**config.mk**
```make
export PLATFORM = sky130hd
export DESIGN_NAME = counter_sequencer
export DESIGN_NICKNAME = d
export VERILOG_FILES = /design/src/rtl/counter_pkg.sv /design/src/rtl/tick_gen.sv /design/src/rtl/counter_sequencer.sv
export SDC_FILE = /design/constraint.sdc
export NUM_CORES = 1
export LEC_CHECK = 0
export CORE_ASPECT_RATIO = 1.1
export CORE_UTILIZATION = 62
export CTS_BUF_LIST = sky130_fd_sc_hd__clkbuf_8
export CTS_CLUSTER_DIAMETER = 60
export CTS_CLUSTER_SIZE = 25
export DETAILED_ROUTE_END_ITERATION = 8
export PLACE_DENSITY = 0.87
export SYNTH_ARGS = -nofsm -noshare
export SYNTH_HDL_FRONTEND = slang
export SYNTH_HIERARCHICAL = 1
export SYNTH_SLANG_ARGS = --single-unit
```
**constraint.sdc**
```tcl
create_clock -name clock -period 8.9 [get_ports clock]
set_input_delay 1.78 -clock clock [delete_from_list [all_inputs] [get_ports clock]]
set_output_delay 1.78 -clock clock [all_outputs]
set_load 0.01 [all_outputs]
```
**src/rtl/counter_pkg.sv**
```systemverilog
// Shared types for the counter run-control sequencer: state codes, count width
// and the command bundle with its priority resolver.
package counter_pkg;

  localparam int COUNT_W = 4;

  typedef enum logic [1:0] {
    IDLE  = 2'd0,
    RUN   = 2'd1,
    PAUSE = 2'd2,
    DONE  = 2'd3
  } state_e;

  typedef struct packed {
    logic clear;
    logic load;
    logic start;
    logic pause;
    logic step;
  } cmd_t;

  // Only the highest-priority rising edge acts; the rest are dropped that cycle.
  function automatic cmd_t cmd_prio(input cmd_t r);
    cmd_t o;
    o = '0;
    if (r.clear)      o.clear = 1'b1;
    else if (r.load)  o.load  = 1'b1;
    else if (r.start) o.start = 1'b1;
    else if (r.pause) o.pause = 1'b1;
    else if (r.step)  o.step  = 1'b1;
    return o;
  endfunction

endpackage

```
**src/rtl/tick_gen.sv**
```systemverilog
// Prescaler: counts enabled cycles and pulses adv on the last of every DIV.
// The count is held while disabled so a paused run resumes mid-period.
module tick_gen #(
  parameter int DIV   = 25_000_000,
  parameter int DIV_W = 25
) (
  input  logic clock,
  input  logic reset_n,
  input  logic enable,
  input  logic clear,
  output logic adv
);

  localparam logic [DIV_W-1:0] LAST = DIV_W'(DIV - 1);

  logic [DIV_W-1:0] presc_q;

  assign adv = enable && (presc_q == LAST);

  always_ff @(posedge clock) begin
    if (!reset_n || clear) presc_q <= '0;
    else if (enable)       presc_q <= adv ? '0 : presc_q + 1'b1;
  end

endmodule

```
**src/rtl/counter_sequencer.sv**
```systemverilog
// Run-control sequencer for the 4-bit display counter: command edge detection,
// run/pause/step/load FSM, terminal detection with optional auto-reload.
module counter_sequencer
  import counter_pkg::*;
#(
  parameter int DIV   = 25_000_000,
  parameter int DIV_W = 25
) (
  input  logic               clock,
  input  logic               reset_n,
  input  logic               start,
  input  logic               pause,
  input  logic               step,
  input  logic               clear,
  input  logic               load_en,
  input  logic [COUNT_W-1:0] load_val,
  input  logic [COUNT_W-1:0] term_val,
  input  logic               dir,
  input  logic               auto_reload,
  output logic [COUNT_W-1:0] count,
  output logic               tick,
  output logic               done,
  output logic               busy,
  output logic [1:0]         state
);

  cmd_t cmd_in, cmd_q, cmd;

  state_e             state_q, state_n;
  logic [COUNT_W-1:0] count_q, count_n, nxt_val;
  logic               tick_q, done_q;
  logic               presc_en, presc_clr, adv, step_adv;

  assign cmd_in = {clear, load_en, start, pause, step};

  // Previous samples reset high so a command held through reset never fires.
  always_ff @(posedge clock) begin
    if (!reset_n) cmd_q <= '1;
    else          cmd_q <= cmd_in;
  end

  assign cmd = cmd_prio(cmd_t'(cmd_in & ~cmd_q));

  // Load/start/step are no-ops in RUN, so only clear or pause stall the prescaler.
  assign presc_en  = (state_q == RUN) && !cmd.clear && !cmd.pause;
  assign presc_clr = cmd.clear || (cmd.start && state_q == DONE);

  tick_gen #(.DIV(DIV), .DIV_W(DIV_W)) u_tick_gen (
    .clock   (clock),
    .reset_n (reset_n),
    .enable  (presc_en),
    .clear   (presc_clr),
    .adv     (adv)
  );

  always_comb begin
    if (count_q == term_val && auto_reload) nxt_val = load_val;
    else if (dir)                           nxt_val = count_q + 1'b1;
    else                                    nxt_val = count_q - 1'b1;
  end

  always_ff @(posedge clock) begin
    if (!reset_n) begin
      state_q <= IDLE;
      count_q <= '0;
      tick_q  <= 1'b0;
      done_q  <= 1'b0;
    end else begin
      state_q <= state_n;
      count_q <= count_n;
      tick_q  <= adv || step_adv;
      done_q  <= (adv || step_adv) && (nxt_val == term_val);
    end
  end

  always_comb begin
    state_n  = state_q;
    count_n  = count_q;
    step_adv = 1'b0;
    if (cmd.clear) begin
      state_n = IDLE;
      count_n = '0;
    end else if (cmd.load) begin
      if (state_q != RUN)  count_n = load_val;
      if (state_q == DONE) state_n = IDLE;
    end else if (cmd.start) begin
      case (state_q)
        IDLE, PAUSE: state_n = RUN;
        DONE: begin
          state_n = RUN;
          count_n = load_val;
        end
        default: ;
      endcase
    end else if (cmd.pause) begin
      if (state_q == RUN) state_n = PAUSE;
    end else if (cmd.step) begin
      step_adv = (state_q == IDLE) || (state_q == PAUSE);
    end
    if (adv || step_adv) begin
      count_n = nxt_val;
      if (nxt_val == term_val && !auto_reload) state_n = DONE;
    end
  end

  always_comb begin
    busy  = (state_q == RUN);
    state = state_q;
  end

  assign count = count_q;
  assign tick  = tick_q;
  assign done  = done_q;

endmodule

```
==> run summary <==
For this run, the post-layout net count is 303. The initial utilization of the core area, before any placement, comes to 65.80%. The post-route netlist has 9.187% of its cells at a drive strength greater than 1. STA classifies the critical path endpoint as a flop. Setup violations remaining at the end of the flow were counted as 0.

In this run, synthesis produced a sequential element count of 38. Across all layers, the routed design uses 1982 vias. The flow ran to the end, and the final reports show no timing, DRC or antenna violations. At the pin with the least slew margin, the transition time is 700.8 ps.

A synthesized cell averages 8.499 µm². The tools report the total count of max-transition violations in the final report as 0. The worst setup path is launched from a primary input.

The hold violation count in the final report is 0, and the worst path required time is 9090 ps. The tools report the startpoint of the worst setup timing path as load_en. In the global route stage, overall resource usage came out at 27.02%. The power density normalized to cell area was 156.8 mW/mm². The Yosys step of the flow raised 6 warnings. The synthesized net count is 281, and the detailed-route vias per instance is 5.988. After layout, the worst path uses 58.91% of the clock period. The run gives 3408 µm as the half-perimeter wire length after placement. TritonCTS built the clock tree. The total negative slack is 0 ps. The overall power of the completed layout is 0.0004064 W.

Yosys mapped a number of flops with a built-in enable equal to 0. The worst register-to-register path begins at state[0]. The number of cells upsized or downsized after cts is 0. The worst hold path begins at u_tick_gen/presc_q[24].

The filler cells instantiated in the layout total 272. Leaving out fill and tap cells, the most frequent cells in the layout are 38 x sky130_fd_sc_hd__dfxtp_1, 25 x sky130_fd_sc_hd__clkdlybuf4s50_1, 18 x sky130_fd_sc_hd__nand2_1, 18 x sky130_fd_sc_hd__nor2_1, 14 x sky130_fd_sc_hd__a21oi_1. In this run the worst hold path is classified as reg2reg.

The die boundary width is 58.92 µm. The top fanout value on the critical path was 11. The floorplan has 22 rows.

The number of global-route vias before repair is 1872, and the count of input and output buffers is 25. In this run the static leakage power is 0.9164 nW. The logs give 12.8% for the portion of total power attributed to combinational logic and 26 for the top-level port count. For this design, the sink count on the clock tree is 38.

CTS built an H-tree with a depth of 2. In this run, CTS created clock tree buffers numbering 5. The final worst clock skew is 5.808 ps. The run gives 0 as the number of max-capacitance violations reported. Of the total power, the share spent switching nets is 23.41%.

The clock network is responsible for 43.6% of the overall power. After detailed routing, the average wire length per cell comes to 14.34 µm. Area growth from synthesis to final layout: 17.27%. Final hold analysis gives a worst-case slack of 483.5 ps. The first global-routing pass estimated 7941 µm of wire. The number of remaining DRC errors came out at 0.

The run gives 0.8567 as the weighted congestion reported at the end of routability-driven placement. Leaving out fill and tap cells, the most frequent cell in the layout is sky130_fd_sc_hd__dfxtp_1. The tree is rooted in a sky130_fd_sc_hd__clkbuf_8. STA puts the critical path data arrival time at 5430 ps. Based on the critical path, the design can be clocked at up to 190.7 MHz. The net load switching power is 0.00009515 W, and the post-route minimum period is 5243 ps.

The run gives 0 as the antenna cell count. The total overflow left after global routing is 0. Yosys mapped the design onto 52 distinct sky130hd cell types.

Setup repair after global routing left no endpoint under its margin. At the later pin of the worst-skew pair, clock insertion delay measures 290 ps. Proportion of power drawn by flip-flops and latches: 43.5%.

Counting flops with an async set or reset pin after synthesis yields a share of 0%. Hold buffer count at cts: 0. The predominant post-synthesis flop cell was sky130_fd_sc_hd__dfxtp_1. Floorplan core area: 0.003358 mm². The total iterations of the first detailed-routing run came out at 4.

The detail route stage leaves a number of antenna-violating nets equal to 0. In this run the deepest clock path goes through 2 buffers. The pin count of the biggest net entering global routing came out at 18.

The critical path in this run is classified as in2reg. Buffers added to address setup during post-CTS repair amount to 0. The floorplan step set the die height to 64.61 µm. The internal portion of the total power is 0.0003112 W. Measured against its own limit, the worst slew margin works out to 53.07%. Of the synthesized area, sequential elements account for 34.43%. The DRC marker count from the first detailed-route iteration is 140, and the post-synth design cell area is 0.002210 mm². The final layout contains routed wiring with a total length of 4745 µm. Clock edge transition at the registers on the reported setup and hold paths: 80 ps.

The number of antenna violations at the first check in global routing came out at 0. Area of the die: 0.003807 mm². The logs give 0.1257 mV for the maximum VDD drop and 260 for the instance count of the mapped netlist.
[registers in the layout, summed over array words and instances, names as in the netlist]
signal,cells
state,2
u_tick_gen/presc_q,25
done,1
count,4
tick,1
cmd_q,5
[per-layer routing]
metal,vias to the layer above,wire length [µm],global-route usage (%)
met3,12,156,6.387
met1,924,2065,30.68
met4,0,88,8.631
met2,55,2436,48.72
li1,991,-,-
met5,-,0,0
[critical path, stage by stage]
cell and delay [ps]:
sky130_fd_sc_hd__clkdlybuf4s50_1 490, sky130_fd_sc_hd__nor2b_1 330, sky130_fd_sc_hd__nor4_1 140, sky130_fd_sc_hd__nor2_1 440, sky130_fd_sc_hd__and4_1 460, sky130_fd_sc_hd__nand4_1 180
sky130_fd_sc_hd__nor4_1 260, sky130_fd_sc_hd__a31oi_1 210, sky130_fd_sc_hd__nand2b_1 270, sky130_fd_sc_hd__or4b_4 570, sky130_fd_sc_hd__o41ai_1 310
[logic make-up (layout without fill, tap and decap cells)]
kind of cell	after synthesis	after routing	share of synthesized area, %
buf+inv	22	45	5.209
fa+ha+maj	4	4	2.605
xor+xnor	19	19	7.871
flops	38	38	34.43
simple gates	121	121	32.45
mux	3	3	1.416
compound gates	53	53	16.03
[cells in the mapped netlist, types with 4 or more instances]
cell type / count / area share [%]
sky130_fd_sc_hd__a21oi_1: 14 / 3.2
sky130_fd_sc_hd__and3_1: 5 / 1.4
sky130_fd_sc_hd__buf_2: 5 / 1.1
sky130_fd_sc_hd__dfxtp_1: 38 / 34
sky130_fd_sc_hd__inv_1: 11 / 1.9
sky130_fd_sc_hd__nand2_1: 18 / 3.1
sky130_fd_sc_hd__nand2b_1: 10 / 2.8
sky130_fd_sc_hd__nand3_1: 13 / 2.9
sky130_fd_sc_hd__nand3b_1: 4 / 1.4
sky130_fd_sc_hd__nand4_1: 11 / 3.1
sky130_fd_sc_hd__nor2_1: 18 / 3.1
sky130_fd_sc_hd__nor2b_1: 8 / 2.3
sky130_fd_sc_hd__nor4_1: 5 / 1.4
sky130_fd_sc_hd__o21ai_0: 11 / 2.5
sky130_fd_sc_hd__o31ai_1: 6 / 2.0
sky130_fd_sc_hd__or3_1: 6 / 1.7
sky130_fd_sc_hd__xnor2_1: 9 / 3.6
sky130_fd_sc_hd__xor2_1: 9 / 3.6
[metrics by stage]
| step | instance area [µm²] | std cells | utilization, % | setup WS, ps |
|---|---|---|---|---|
| floorplan | 2210 | 260 | - | 4724 |
| global placement | 2454 | 323 | 73.06 | 3562 |
| detailed placement | 2454 | 323 | 73.06 | 3384 |
| CTS | 2591 | 331 | 77.16 | 3701 |
| global route | 2591 | 331 | 77.16 | 3354 |
| finish | 2591 | 331 | 77.16 | 3657 |
[final cells by class]
cell class	count	area, µm²	area share [%]
multi-input cells	200	1334	51.47
flip-flops and latches	38	760.7	29.36
repair buffers	26	257.7	9.947
clock buffers	5	68.82	2.656
clock inverters	3	68.82	2.656
well taps	48	60.06	2.318
inverters	11	41.29	1.593
[power by group through the flow]
stage                     logic (W)  registers [W]  clock network [W]
final                     0.0000522       0.000177           0.000177
after global routing      0.0000565       0.000177           0.000188
after CTS                 0.0000520       0.000177           0.000180
after detailed placement  0.0000516       0.000181                  0
after global placement    0.0000501       0.000181                  0
after floorplan           0.0000326       0.000180                  0
[path summary, 6_finish.rpt]
path,endpoint,slack [ps],depth (start not counted)
worst max register to register,state[0],5250,10
worst min-delay path,u_tick_gen/presc_q[24],480,2
worst min register to register,u_tick_gen/presc_q[24],480,2
worst max-delay path,state[0],3660,11
No activity file was read; power rests on OpenSTA's default activity.
